$ cat src/rtl/aes_pkg.sv
// Shared AES scheduler types and constants.
package aes_pkg;

  localparam int AES_NUM_ROUNDS = 10;
  localparam int AES_BLOCK_W    = 128;

  typedef enum logic [1:0] {
    IDLE   = 2'd0,
    ISSUE  = 2'd1,
    WAIT   = 2'd2,
    RESULT = 2'd3
  } sched_state_t;

  typedef enum logic {
    MODE_ENC = 1'b0,
    MODE_DEC = 1'b1
  } aes_mode_t;

endpackage

$ cat src/rtl/rr_arbiter2.sv
// Two-way round-robin arbiter. req[0]/gnt[0] = encrypt, req[1]/gnt[1] = decrypt.
// On a tie the side opposite the last winner is granted; the winner register
// only moves when the caller strobes advance.
module rr_arbiter2
  import aes_pkg::*;
(
  input  logic       clk,
  input  logic       rst,
  input  logic [1:0] req,
  input  logic       advance,
  output logic [1:0] gnt
);

  aes_mode_t last_winner;

  // One-hot grant from the request pair and the last winner
  always_comb begin
    gnt = 2'b00;
    case (req)
      2'b01:   gnt = 2'b01;
      2'b10:   gnt = 2'b10;
      2'b11:   gnt = (last_winner == MODE_DEC) ? 2'b01 : 2'b10;
      default: gnt = 2'b00;
    endcase
  end

  // Remember who won the last accepted grant; dec after reset so enc wins first tie
  always_ff @(posedge clk or posedge rst) begin
    if (rst)
      last_winner <= MODE_DEC;
    else if (advance && (gnt != 2'b00))
      last_winner <= gnt[1] ? MODE_DEC : MODE_ENC;
  end

endmodule

$ cat src/rtl/aes_core_scheduler.sv
// Shares one AES-128 round datapath between an encrypt and a decrypt requester.
// One block is in flight at a time: accept, run rounds 0..NUM_ROUNDS through the
// core (ISSUE pulses round_start, WAIT holds until round_done), then present the
// result until the consumer takes it.
module aes_core_scheduler
  import aes_pkg::*;
#(
  parameter int NUM_ROUNDS = AES_NUM_ROUNDS
) (
  input  logic         clk,
  input  logic         rst,
  input  logic         enc_valid,
  output logic         enc_ready,
  input  logic [127:0] enc_data,
  input  logic         dec_valid,
  output logic         dec_ready,
  input  logic [127:0] dec_data,
  output logic         round_start,
  output logic [3:0]   round_num,
  output logic [3:0]   round_key_idx,
  output logic         round_mode,
  output logic         round_last,
  output logic [127:0] round_state_in,
  input  logic         round_done,
  input  logic [127:0] round_state_out,
  output logic         out_valid,
  input  logic         out_ready,
  output logic [127:0] out_data,
  output logic         out_is_dec,
  output logic         busy
);

  localparam logic [3:0] LAST_RND = 4'(NUM_ROUNDS);

  sched_state_t             state;
  aes_mode_t                mode;
  logic [3:0]               rnd_q;
  logic [AES_BLOCK_W-1:0]   state_reg;
  logic [1:0]               req;
  logic [1:0]               gnt;
  logic                     accept;

  // Requests only compete while idle, so ready can never rise mid-block
  assign req    = {dec_valid, enc_valid} & {2{state == IDLE}};
  assign accept = |gnt;

  rr_arbiter2 u_arb (
    .clk     (clk),
    .rst     (rst),
    .req     (req),
    .advance (accept),
    .gnt     (gnt)
  );

  assign enc_ready = gnt[0];
  assign dec_ready = gnt[1];

  // Sequencer: accept a block, walk it through every round, hold the result
  always_ff @(posedge clk or posedge rst) begin
    if (rst) begin
      state     <= IDLE;
      mode      <= MODE_ENC;
      rnd_q     <= 4'd0;
      state_reg <= '0;
    end else begin
      case (state)
        IDLE: begin
          if (accept) begin
            state_reg <= gnt[1] ? dec_data : enc_data;
            mode      <= gnt[1] ? MODE_DEC : MODE_ENC;
            rnd_q     <= 4'd0;
            state     <= ISSUE;
          end
        end
        ISSUE: begin
          // An out-of-range round index can only come from an upset; abandon the block
          state <= (rnd_q > LAST_RND) ? IDLE : WAIT;
        end
        WAIT: begin
          if (rnd_q > LAST_RND) begin
            state <= IDLE;
          end else if (round_done) begin
            state_reg <= round_state_out;
            if (rnd_q == LAST_RND) begin
              state <= RESULT;
            end else begin
              if (rnd_q != 4'hF)
                rnd_q <= rnd_q + 4'd1;
              state <= ISSUE;
            end
          end
        end
        RESULT: begin
          if (out_ready)
            state <= IDLE;
        end
        default: state <= IDLE;
      endcase
    end
  end

  // All core/consumer-facing outputs decode registered state only
  assign busy           = (state != IDLE);
  assign round_start    = (state == ISSUE);
  assign round_num      = rnd_q;
  assign round_mode     = (mode == MODE_DEC);
  assign round_key_idx  = (mode == MODE_DEC) ? (LAST_RND - rnd_q) : rnd_q;
  assign round_last     = (rnd_q == LAST_RND);
  assign round_state_in = state_reg;
  assign out_valid      = (state == RESULT);
  assign out_data       = out_valid ? state_reg : '0;
  assign out_is_dec     = out_valid && (mode == MODE_DEC);

endmodule

$ cat config.mk
export PLATFORM = sky130hd
export DESIGN_NAME = aes_core_scheduler
export DESIGN_NICKNAME = d
export VERILOG_FILES = /design/src/rtl/aes_pkg.sv /design/src/rtl/rr_arbiter2.sv /design/src/rtl/aes_core_scheduler.sv
export SDC_FILE = /design/constraint.sdc
export NUM_CORES = 1
export LEC_CHECK = 0
export CAP_MARGIN = 20
export CORE_AREA = 2 2 256 258
export DETAILED_ROUTE_END_ITERATION = 7
export DIE_AREA = 0 0 258 260
export HOLD_SLACK_MARGIN = 0.03
export SLEW_MARGIN = 20
export SYNTH_ARGS = -nofsm -noshare
export SYNTH_HDL_FRONTEND = slang
export SYNTH_SLANG_ARGS = --single-unit
$ cat constraint.sdc
create_clock -name clk -period 4.98 [get_ports clk]
set_input_delay 1.494 -clock clk [delete_from_list [all_inputs] [get_ports clk]]
set_output_delay 1.494 -clock clk [all_outputs]
set_load 0.01 [all_outputs]
==> impl_results.md, run 1 <==
* Status: finished, final reports clean
* Normalized max-slew margin at 45.5%
* Die ar. at 0.0671 mm2
* Ys flop type: dfrtp_1
* Gate Count Post-Synth at ~1100
* Number of inserted diodes at 0
* Synth unique cells at 32
* Critical Path Source Type: input pin
* Drt pass-1 iters at 7
* Fin util at 27.1%
* Gpl congestion at 0.918
* RSZ-0062 raised after global routing: false
* Cell leakage power at 7.32 nW
* Ys async rst share at 100%
* Commonest cells after routing, fill and taps aside: 661 x clkdlybuf4s50_1, 258 x and3_1, 143 x nand2_1
* Reg2Reg Launch Point: state[1]
* Final min period at 4.61 ns
* Multi-input gate area at between 0.005 and 0.006 mm2
* Cts-stage hold buffer count at 0
* Dpl hpwl at 37.1 mm
* Core area at 0.0641 mm2
* Worst-case reg-to-reg path depth at 4
* Hold Crit Endpoint: round_state_in[1]
* Die height at 260 um
* GRT Residual Overflow at 0
* Max VDD drop at 0.000670 V
* Skew final at 0.0202 ns
* Clock latency on the worst-skew pair at 0.48 ns
* Post-cts resize count at 0
* Worst Setup End Kind: output pin
* Iter 0 DRT Violations at approximately 640
* Syn Nets at ~1500
* Die Wd at about 260 um
* Final design instance area without fill at 0.0174 mm2
* Warnings from Yosys at 0
* Via Count at 10931
* Power Total at roughly 9.6 mW
* Setup CP Type: input pin to output pin
* Yosys reg bits at 136
* Post-DRT Antenna Nets at 0
* CP max FO at 4
* Starting density of the core at approximately 15%
* TritonCTS Sinks at ~140
* Hold_sp: round_state_in[1]
* Routed WL per cell at 19.8 um
* Final Slew Violations at 0
* Number of nets in the layout at 2055
* Setup violations, final at 0
* Leading cell type in the layout, fill and taps excluded: clkdlybuf4s50_1
* WP data required at 3.49 ns
* CP Data Arrival Time at 3.12 ns
* Largest register FFs at 128
* Max Clk Rate at about 220 MHz
* Largest net degree at the start of global routing at around 140
* Tightest Hold Check Type: flop to flop
* Hold Violations, Final at 0
* Placed inst area at roughly 0.017 mm2
* DRT Wirelength at 50.1 mm
* Setup TNS at 0 ns
* Synth Area per Inst at roughly 8.6 um2
* Reg area at 0.00341 mm2
* Fillers at around 6800
* Max-Cap Viols at 0
* Layout cells sized above 1 at 5.79%
* Sequential share of the synthesized area at 36.4%
* DR DRC count at 0
* Vias in the first global route at roughly 11000
* Vias per cell at 4.32
* R2R Path End: round_state_in[82]
* CTS tree: done
* H-tree Lvls at 4
* First-pass GRT wire length at 72.0 mm
* EDFF count, synth at 0
* Clk buf depth at 2
* Hold slack at 0.497 ns
* Fin crit share at between 90% and 100%
* Io pins at 662
* Worst-margin pin slew at 0.817 ns
* Initial antenna violation count at 4
* Total CTS buffers at 17
* Reg2reg setup slack at 2.43 ns
* Area grow syn2layout at 85.6%
* Port Buffers at 661
* Clock transition at the registers of the reported paths at around 0.060 ns
* Total GRT Usage at between 10% and 20%
* FP Rows at 93
* Area of the mapped netlist at 0.00936 mm2
* WHS Path Cells at 2
* Root Buffer Master: clkbuf_16
* Post-CTS Setup Inserts at 0
* P per Cell Area at 553 mW/mm2
synthesized netlist by cell type, types with 2 or more instances:
master	instances	area share, %
and3_1	258	17
nand2_1	145	5.8
dfrtp_1	135	36
nor2b_1	130	8.7
a211oi_1	128	10
o31ai_1	98	7.9
clkbuf_1	85	3.4
buf_2	30	1.6
o31ai_2	30	4.0
buf_6	12	1.4
inv_1	6	0.24
buf_4	5	0.40
a21oi_1	4	0.21
ha_1	3	0.40
o21ai_0	3	0.16
a31oi_1	2	0.13
o22ai_1	2	0.13
xnor2_1	2	0.19
how the worst max path moves through the flow:
stage / startpoint / to / slack (ns) / cells after the start
floorplan: dec_valid / dec_ready / 1.70 / 2
global placement: dec_valid / dec_ready / 0.29 / 4
detailed placement: dec_valid / dec_ready / 0.40 / 4
CTS: dec_valid / dec_ready / 0.38 / 4
global route: enc_valid / enc_ready / 0.32 / 4
finish: enc_valid / enc_ready / 0.37 / 4
per-layer routing:
layer | vias up | GRT usage (%) | routed length [um]
met2 | 503 | 24.3 | 24600
met5 | - | 0 | 38
met4 | 6 | 6.07 | 1510
met1 | 5236 | 17.3 | 20700
met3 | 81 | 3.35 | 3240
li1 | 5105 | - | -
per-stage QoR:
stage,instances,setup WS (ns)
final,2529,0.368
after global routing,2529,0.322
after detailed placement,2498,0.399
after global placement,2498,0.287
after CTS,2529,0.382
after floorplan,1092,1.70
logic make-up after synthesis:
family | after synthesis | synth area share, %
AND/OR/NAND/NOR | 539 | 32.2
AO/OA/AOI/OAI | 272 | 23.5
buffers and inverters | 138 | 7.10
flip-flops | 136 | 36.4
adder cells (fa/ha/maj) | 3 | 0.401
XOR/XNOR | 2 | 0.187
multiplexers | 2 | 0.227
power by group:
group | switching [mW] | total [mW] | internal (mW)
clock network | 0.551 | 1.42 | 0.874
registers | 0.653 | 2.31 | 1.66
logic | 2.99 | 5.86 | 2.87
critical path, stage by stage:
cell and delay [ns]:
clkdlybuf4s50_1 0.59, nand2_1 0.14, a21oi_1 0.29, clkdlybuf4s50_1 0.60
layout make-up:
type,count,share of cell area [%]
Clock buffer,20,2.69
Clock inverter,11,0.987
Inverter,6,0.151
Multi-Input combinational cell,818,30.6
Sequential cell,136,19.7
Tap cell,855,6.16
Timing Repair Buffer,683,39.8
Power figures use the tool's default switching activity.
==> run 2, diff against run 1 <==
Settings changed: ABC_AREA set to 0, SKIP_LAST_GASP set to 1.
==> results of run 2 <==
The final DEF is identical to that of run 1; final timing and power are the same.
